`src/rtl/clk_period_monitor.sv`:
```
// Measures high time, low time and period of an asynchronous monitored clock in clk_in cycles,
// checks the period against an expected value and flags a stopped clock.
module clk_period_monitor #(
  parameter int unsigned CNT_W   = 16,
  parameter int unsigned TIMEOUT = 1024
) (
  input  logic             clk_in,
  input  logic             reset,
  input  logic             mon_clk,
  input  logic             enable,
  input  logic             clear,
  input  logic [CNT_W-1:0] expected_period,
  input  logic [CNT_W-1:0] tol_cycles,
  output logic [CNT_W-1:0] high_time,
  output logic [CNT_W-1:0] low_time,
  output logic [CNT_W-1:0] period,
  output logic [CNT_W-1:0] duty_diff,
  output logic             meas_valid,
  output logic             in_tol,
  output logic             freq_err,
  output logic             stuck
);

  localparam int unsigned      EXT_W     = CNT_W + 1;
  localparam logic [CNT_W-1:0] CNT_MAX   = {CNT_W{1'b1}};
  localparam logic [CNT_W-1:0] CNT_ONE   = CNT_W'(1);
  localparam logic [CNT_W-1:0] IDLE_LAST = CNT_W'(TIMEOUT - 1);

  typedef enum logic [1:0] {
    IDLE      = 2'd0,
    WAIT_RISE = 2'd1,
    HIGH      = 2'd2,
    LOW       = 2'd3
  } state_t;

  state_t           state, state_d;
  logic             s1, s2, s3;
  logic             rise, fall, any_edge, timeout;

  logic [CNT_W-1:0] hi_cnt, hi_d;
  logic [CNT_W-1:0] lo_cnt, lo_d;
  logic [CNT_W-1:0] idle_cnt, idle_d;
  logic [CNT_W-1:0] hi_inc, lo_inc;

  logic [EXT_W-1:0] sum_ext;
  logic [EXT_W-1:0] hl_diff_ext;
  logic [EXT_W-1:0] per_err_ext;
  logic [CNT_W-1:0] per_sat;
  logic [CNT_W-1:0] duty_sat;
  logic             meas_in_tol;

  logic [CNT_W-1:0] high_d, low_d, period_d, duty_d;
  logic             mv_d, in_tol_d, ferr_d, stuck_d, ferr_set;

  // Two-flop synchronizer plus one history flop for edge detection
  always_ff @(posedge clk_in or negedge reset) begin
    if (!reset) begin
      s1 <= 1'b0;
      s2 <= 1'b0;
      s3 <= 1'b0;
    end else begin
      s1 <= mon_clk;
      s2 <= s1;
      s3 <= s2;
    end
  end

  assign rise     = s2 & ~s3;
  assign fall     = ~s2 & s3;
  assign any_edge = rise | fall;
  assign timeout  = ~any_edge && (idle_cnt == IDLE_LAST);

  assign hi_inc = (hi_cnt == CNT_MAX) ? hi_cnt : hi_cnt + CNT_ONE;
  assign lo_inc = (lo_cnt == CNT_MAX) ? lo_cnt : lo_cnt + CNT_ONE;

  // Result arithmetic on the counters as they stand in the closing-rise cycle
  assign sum_ext     = {1'b0, hi_cnt} + {1'b0, lo_cnt};
  assign per_sat     = sum_ext[CNT_W] ? CNT_MAX : sum_ext[CNT_W-1:0];
  assign hl_diff_ext = (hi_cnt >= lo_cnt) ? ({1'b0, hi_cnt} - {1'b0, lo_cnt})
                                          : ({1'b0, lo_cnt} - {1'b0, hi_cnt});
  assign duty_sat    = hl_diff_ext[CNT_W] ? CNT_MAX : hl_diff_ext[CNT_W-1:0];
  assign per_err_ext = (per_sat >= expected_period)
                       ? ({1'b0, per_sat} - {1'b0, expected_period})
                       : ({1'b0, expected_period} - {1'b0, per_sat});
  assign meas_in_tol = (per_err_ext <= {1'b0, tol_cycles});

  // Next-state and next-output logic
  always_comb begin
    state_d  = state;
    hi_d     = hi_cnt;
    lo_d     = lo_cnt;
    idle_d   = idle_cnt;
    high_d   = high_time;
    low_d    = low_time;
    period_d = period;
    duty_d   = duty_diff;
    in_tol_d = in_tol;
    stuck_d  = stuck;
    mv_d     = 1'b0;
    ferr_set = 1'b0;

    if (!enable) begin
      state_d = IDLE;
      hi_d    = '0;
      lo_d    = '0;
      idle_d  = '0;
      stuck_d = 1'b0;
    end else begin
      idle_d = any_edge ? '0 : idle_cnt + CNT_ONE;

      case (state)
        IDLE: begin
          state_d = WAIT_RISE;
          idle_d  = '0;
        end
        WAIT_RISE: begin
          if (rise) begin
            state_d = HIGH;
            hi_d    = CNT_ONE;
          end
        end
        HIGH: begin
          if (fall) begin
            state_d = LOW;
            lo_d    = CNT_ONE;
          end else begin
            hi_d = hi_inc;
          end
        end
        LOW: begin
          if (rise) begin
            high_d   = hi_cnt;
            low_d    = lo_cnt;
            period_d = per_sat;
            duty_d   = duty_sat;
            in_tol_d = meas_in_tol;
            ferr_set = ~meas_in_tol;
            stuck_d  = 1'b0;
            mv_d     = 1'b1;
            hi_d     = CNT_ONE;
            lo_d     = '0;
            state_d  = HIGH;
          end else begin
            lo_d = lo_inc;
          end
        end
        default: state_d = IDLE;
      endcase

      // An edge clears idle_cnt in the same cycle, so timeout never races a latch
      if (timeout && (state != IDLE)) begin
        stuck_d  = 1'b1;
        ferr_set = 1'b1;
        state_d  = WAIT_RISE;
        hi_d     = '0;
        lo_d     = '0;
        idle_d   = '0;
      end
    end

    if (ferr_set) begin
      ferr_d = 1'b1;
    end else if (clear) begin
      ferr_d = 1'b0;
    end else begin
      ferr_d = freq_err;
    end
  end

  // State, counters and registered outputs
  always_ff @(posedge clk_in or negedge reset) begin
    if (!reset) begin
      state      <= IDLE;
      hi_cnt     <= '0;
      lo_cnt     <= '0;
      idle_cnt   <= '0;
      high_time  <= '0;
      low_time   <= '0;
      period     <= '0;
      duty_diff  <= '0;
      meas_valid <= 1'b0;
      in_tol     <= 1'b0;
      freq_err   <= 1'b0;
      stuck      <= 1'b0;
    end else begin
      state      <= state_d;
      hi_cnt     <= hi_d;
      lo_cnt     <= lo_d;
      idle_cnt   <= idle_d;
      high_time  <= high_d;
      low_time   <= low_d;
      period     <= period_d;
      duty_diff  <= duty_d;
      meas_valid <= mv_d;
      in_tol     <= in_tol_d;
      freq_err   <= ferr_d;
      stuck      <= stuck_d;
    end
  end

endmodule
```
`config.mk`:
```
export PLATFORM = sky130hd
export DESIGN_NAME = clk_period_monitor
export DESIGN_NICKNAME = d
export VERILOG_FILES = /design/src/rtl/clk_period_monitor.sv
export SDC_FILE = /design/constraint.sdc
export NUM_CORES = 1
export LEC_CHECK = 0
export ABC_AREA = 0
export BUFFER_PORTS_ARGS = -buffer_cell sky130_fd_sc_hd__buf_2
export CORE_MARGIN = 5
export CORE_UTILIZATION = 60
export CTS_CLUSTER_DIAMETER = 150
export DETAILED_ROUTE_END_ITERATION = 8
export GPL_TIMING_DRIVEN = 0
export PLACE_DENSITY = 0.91
export SYNTH_ARGS = -nofsm -noshare
export SYNTH_HDL_FRONTEND = slang
export SYNTH_SLANG_ARGS = --single-unit
```
`constraint.sdc`:
```
create_clock -name clk_in -period 19.7 [get_ports clk_in]
set_clock_uncertainty 0.2 [all_clocks]
set_input_delay 2.955 -clock clk_in [delete_from_list [all_inputs] [get_ports clk_in]]
set_output_delay 2.955 -clock clk_in [all_outputs]
set_load 0.05 [all_outputs]
```
==> run metrics, run 1 <==
run status finished, final reports clean; Final Cycle Share 0.4226; CTS tree yes; initial antenna violation count 0; sequential fraction of the synthesis area 0.3082; DR WL/cell 20.38 µm; RSZ-0062 raised after global routing false; Critical-path top delay cell a2111oi_0; FFs w/ async S/R, synth 1.000; max-slew violations 0; Place WS 11.64 ns; total track usage 0.3358; Crit. End Element flop; clk slew on worst S/H paths 0.06 ns; vias in the first global route 9293; post-route ant nets 0; Max Cap Viol 0; CP top delay family compound AO/OA/AOI/OAI gates; maximum VDD drop 0.00006076 V; FILL cells 1259; Final nets 1449; Site Rows 46; Final GP Congestion 0.9648; I/O Buffers 104; IO Count 105; Hold Violations, Final 0; CTS root buf clkbuf_16; TritonRoute pass-1 iters 5; Worst Path Arrival 8.43 ns; leakage power 0.005650 µW; post-synthesis cell area 9823 µm²; total wire length 31270 µm; HPWL after DPL 24150 µm; Slowest Stage Delay on Critical Path 0.71 ns; CTS Buffer Depth 2; largest net degree at the start of global routing 95; PwrDens 74.73 nW/µm²; WP data required 19.80 ns; GR Overflow Total 0; share of cells above drive strength 1 0.1457; post-placement cell count 1502; Max-Slew Margin vs Limit 0.4505; Peak Freq 120.1 MHz; Worst Path Buf+Inv 6; Synth Flop Type dfrtp_1; Hold Buf Count CTS 0; Setup TNS 0 ns; Post-synth EDFFs 0; Post-CTS Repair Setup Buffers 0; Syn. warnings 0; crit path max fanout 10; Worst Hold Class flop to flop; Core Box Area 16000 µm²; Syn Area/Cell 8.318 µm²; die area 19030 µm²; net count after synthesis 1325; Area Growth Syn to Fin 15.28%; Syn Inst Count 1181; die height 138.0 µm; final setup fails 0; cts bufs inserted 17; first-pass GRT wire length 49390 µm; Iter 0 DRT Violations 790; via count 9643; # resized after CTS 0; post-layout min period 8.326 ns; Unique masters post-synth 77; DRC violations left 0; H-tree depth 4; Setup WS post-layout 11.37 ns; Worst-Margin Slew 0.8034 ns; Starting Density 0.6139; clk_lat worst skew 0.42 ns; die width 138.0 µm; diodes inserted 0; post-layout util 0.7078; detailed-route vias per instance 6.286; kind of start point of the critical path flop; Yosys reg bits 121; post-route insts no fill 1534; critical path class flop to flop; sinks on the clock net 121
## power breakdown
group / internal, µW / switching [µW]
sequential: 264 / 9.68
clock: 236 / 122
combinational: 69.0 / 145
## synth_stat cells (all sizes together) (6+ instances only)
master	count	area, µm²
xnor2	41	359.1
a21o	29	217.7
clkbuf	22	83.83
a21oi	87	442.9
buf	33	186.4
or3	14	87.58
dfrtp	121	3028
and2	22	137.6
nand2b	12	75.07
nand4	18	118.9
nor2b	11	68.82
nor3	24	120.1
nand2	104	392.9
nand3	29	145.1
o21bai	10	75.07
and3	11	68.82
a211oi	13	102.6
nor4	6	37.54
xor2	19	166.4
and4	10	90.09
o41ai	6	52.55
a31oi	25	156.4
mux2i	11	110.1
a2111oi	6	71.32
ha	102	1276
o31ai	7	52.55
inv	98	367.9
or2	6	37.54
o21a	8	60.06
o21ai	95	483.0
o22a	12	105.1
nor2	104	397.9
## state kept, by name, summed over array words and instances, names as in the netlist
name	count
s3	1
duty_diff	16
period	16
lo_cnt	16
high_time	16
idle_cnt	16
stuck	1
in_tol	1
meas_valid	1
state	2
s1	1
freq_err	1
low_time	16
hi_cnt	16
s2	1
## final timing paths
check	from	end	slack [ns]	cells past startpoint
min in group asynchronous	reset	period[15]$_DFFE_PN0P_	2.19	1
worst min-delay path	s1$_DFF_PN0_	s2$_DFF_PN0_	0.17	0
worst max-delay path	hi_cnt[7]$_DFFE_PN0P_	freq_err$_DFFE_PN0P_	11.37	31
max in group asynchronous	reset	hi_cnt[0]$_DFFE_PN0P_	16.38	2
worst min register to register	s1$_DFF_PN0_	s2$_DFF_PN0_	0.17	0
worst max register to register	hi_cnt[7]$_DFFE_PN0P_	freq_err$_DFFE_PN0P_	11.37	31
## layout by cell type (no fill, tap or decap), drive strengths merged, types with 7 or more instances in the layout
| cell type | Yosys | layout |
|---|---|---|
| a211oi | 13 | 13 |
| a21o | 29 | 29 |
| a21oi | 87 | 87 |
| a31oi | 25 | 25 |
| and2 | 22 | 22 |
| and3 | 11 | 11 |
| and4 | 10 | 10 |
| buf | 33 | 138 |
| clkbuf | 22 | 42 |
| dfrtp | 121 | 121 |
| ha | 102 | 102 |
| inv | 98 | 101 |
| mux2i | 11 | 11 |
| nand2 | 104 | 104 |
| nand2b | 12 | 12 |
| nand3 | 29 | 29 |
| nand4 | 18 | 18 |
| nor2 | 104 | 104 |
| nor2b | 11 | 11 |
| nor3 | 24 | 24 |
| o21a | 8 | 8 |
| o21ai | 95 | 95 |
| o21bai | 10 | 10 |
| o22a | 12 | 12 |
| o31ai | 7 | 7 |
| or3 | 14 | 14 |
| xnor2 | 41 | 41 |
| xor2 | 19 | 19 |
## through the flow
step	total power (µW)	instance area, µm²	hold WS (ns)
after global placement	484.1	10610	0.1437
after CTS	847.6	11320	0.1649
final	846.3	11320	0.1685
after detailed placement	490.4	10650	0.1523
after global routing	879.2	11320	0.1784
after floorplan	426.9	9823	0.1312
## cell type report
cell class / instances / area, µm² / area share
plain buffers: 55 / 270.3 / 0.02386
inverters: 98 / 367.9 / 0.03248
clock buffers: 20 / 466.7 / 0.04121
well taps: 216 / 270.3 / 0.02386
flip-flops and latches: 121 / 3028 / 0.2674
repair buffers: 105 / 554.3 / 0.04894
clock inverters: 12 / 210.2 / 0.01856
multi-input cells: 907 / 6157 / 0.5437
## kinds of logic after synthesis
group,count (synthesis),share of synthesized area
fa+ha+maj,107,0.1401
simple gates,380,0.1890
buf+inv,153,0.06496
xor+xnor,60,0.05350
flops,121,0.3082
compound gates,346,0.2288
mux,14,0.01541
## layer usage
metal	global-route usage	part of all wire	vias up
met3	0.05914	0.079	89
met2	0.5301	0.45	514
li1	-	-	4429
met5	0	0	-
met4	0.1482	0.041	0
met1	0.4540	0.43	4611
No activity file was read; power rests on OpenSTA's default activity.
==> run 2, diff against run 1 <==
clock period = 7.8 ns   (was 19.7 ns; I/O delays follow)
==> run 2 against run 1 <==
Effect of this change:
- count of clock-buffer cells in the layout did not move
- clock power increased to 2.5 times the previous value
- flip-flop and latch count stayed put
- die area is the same
- combinational power rose to 2.5 times the previous value
- sequential share of layout area is 0.15 points lower
- non-clock buffer count did not move
- via count about the same
- critical path depth is 1 higher
- hold slack better by 0.0022 ns
- global-route usage hardly changed
- critical path type unchanged
- largest power group unchanged
==> run metrics, run 2 (synthesized netlist as in run 1, its figures left out) <==
metal1 wirelength 13480 µm (+0.60%); Peak Freq 134.9 MHz (+12%); Hold Buf Count CTS 0 (unchanged); HPWL after DPL 24150 µm (unchanged); total track usage 0.3360 (about the same); hold path cells 0 (unchanged); post-route insts no fill 1534 (unchanged); PwrDens 188.0 nW/µm² (+150%); WP data required 7.90 ns (-11.90 ns); r2r worst-path depth 32 (+3.2%); leading cell type in the layout, fill and taps excluded buf_2; diodes inserted 0 (unchanged); Worst Path Arrival 7.52 ns (-0.91 ns); Crit. End Element flop; TritonRoute pass-1 iters 5 (unchanged); end of the worst hold path s2$_DFF_PN0_; via count 9640 (-0.031%); post-route ant nets 0 (unchanged); initial antenna violation count 0 (unchanged); fin area 11410 µm² (+0.77%); reg2reg end freq_err$_DFFE_PN0P_; I/O Buffers 104 (unchanged); H-tree depth 4 (unchanged); Setup WS post-layout 0.3861 ns (-10.99 ns); worst hold slack 0.1707 ns (+0.002248 ns); GR Overflow Total 0 (unchanged); DRC violations left 0 (unchanged); total wire length 31420 µm (+0.49%); first-pass GRT wire length 49400 µm (about the same); detailed-route vias per instance 6.284 (about the same); Critical-path top delay cell dfrtp_1; Max Cap Viol 0 (unchanged); Iter 0 DRT Violations 804 (+1.8%); R2R setup slack 0.39 ns (-10.99 ns); DR WL/cell 20.48 µm (+0.49%); RR Startpoint hi_cnt[0]$_DFFE_PN0P_; Max-Slew Margin vs Limit 0.4824 (+0.03191); Hold Violations, Final 0 (unchanged); met3 wire length 2442 µm (-1.4%); post-placement cell count 1502 (unchanged); Site Rows 46 (unchanged); Final GP Congestion 0.9648 (unchanged); Top cell by count, worst path a21o_1; Area Growth Syn to Fin 16.18%; Setup TNS 0 ns (unchanged); crit path max fanout 10 (unchanged); clk_lat worst skew 0.43 ns (about the same); largest net degree at the start of global routing 95 (unchanged); leakage power 0.005655 µW (about the same); IO Count 105 (unchanged); clk slew on worst S/H paths 0.06 ns (about the same); maximum VDD drop 0.0001524 V (+150%); sinks on the clock net 121 (unchanged); Starting Density 0.6139 (unchanged); Place WS -0.2576 ns (-11.90 ns); highest metal layer with signal wires met4; Final nets 1449 (unchanged); Worst Hold Class flop to flop; final setup fails 0 (unchanged); cts bufs inserted 17 (unchanged); Worst-Margin Slew 0.7682 ns (-0.03520 ns); most frequent cells in the layout 123 x buf_2, 116 x dfrtp_1, 103 x nor2_1, 103 x nand2_1, 98 x ha_1; max-slew violations 0 (unchanged); post-layout min period 7.414 ns (-0.9119 ns); CTS Buffer Depth 2 (unchanged); share of cells above drive strength 1 0.1601 (+0.01442); die area 19030 µm² (unchanged); WL met2 14210 µm (+0.72%); run status finished, final reports clean; CTS tree yes; vias in the first global route 9287 (-0.065%); min-delay src s1$_DFF_PN0_; Core Box Area 16000 µm² (unchanged); die height 138.0 µm (unchanged); Final Cycle Share 0.9505 (+0.5279); FILL cells 1241 (-1.4%); kind of start point of the critical path flop; critical path class flop to flop; Slowest Stage Delay on Critical Path 0.45 ns (-0.26 ns); dpl cell area 10650 µm² (unchanged); die width 138.0 µm (unchanged); CTS root buf clkbuf_16
[run 2: worst max path at each step]
stage / start / to / slack (ns) / depth (start not counted)
CTS: lo_cnt[1]$_DFFE_PN0P_ / freq_err$_DFFE_PN0P_ / 0.001 / 32
detailed placement: hi_cnt[3]$_DFFE_PN0P_ / freq_err$_DFFE_PN0P_ / -0.26 / 32
floorplan: hi_cnt[2]$_DFFE_PN0P_ / freq_err$_DFFE_PN0P_ / 1.16 / 33
finish: hi_cnt[0]$_DFFE_PN0P_ / freq_err$_DFFE_PN0P_ / 0.39 / 32
global placement: hi_cnt[7]$_DFFE_PN0P_ / freq_err$_DFFE_PN0P_ / -0.26 / 31
global route: hi_cnt[0]$_DFFE_PN0P_ / freq_err$_DFFE_PN0P_ / -0.01 / 32
[run 2: where the power goes]
part           total [µW]  switching [µW]  leakage [µW]  internal [µW]
sequential            692            24.7       0.00164            667
clock                 909             312      0.000328            597
combinational         544             369       0.00369            175
total                2150             706       0.00566           1440
[run 2: per-layer routing]
layer,global-route usage,up-vias
met5,0,-
met2,0.5296,507
li1,-,4436
met3,0.05914,87
met1,0.4547,4610
met4,0.1487,0
[run 2: metrics by stage]
stage          utilization  total power (µW)
2_1_floorplan            -              1078
3_3_place_gp        0.6634              1223
3_5_place_dp        0.6655              1239
4_1_cts             0.7085              2141
5_1_grt             0.7132              2222
6_report            0.7132              2145
[run 2: layout make-up]
type / instances / area, µm² / share of cell area
Clock buffer: 20 / 466.7 / 0.04089
Buffer: 53 / 271.5 / 0.02379
Tap cell: 216 / 270.3 / 0.02368
Multi-Input combinational cell: 907 / 6222 / 0.5452
Clock inverter: 12 / 210.2 / 0.01842
Timing Repair Buffer: 107 / 569.3 / 0.04988
Sequential cell: 121 / 3034 / 0.2659
Inverter: 98 / 367.9 / 0.03223
[run 2: repair_timing]
action / in CTS / in global routing
setup endpoints to repair: 2 / 2
resized for setup: 5 / 24
pin swaps: 0 / 2
buffers inserted: 0 / 2
[run 2: worst max-delay path: cells and delay by family (launching register included)]
family,cells,cell delay (ns)
mux,1,0.30
fa+ha+maj,4,1.23
simple gates,4,0.69
xor+xnor,1,0.17
compound gates,18,3.63
buf+inv,4,0.60
flops,1,0.45
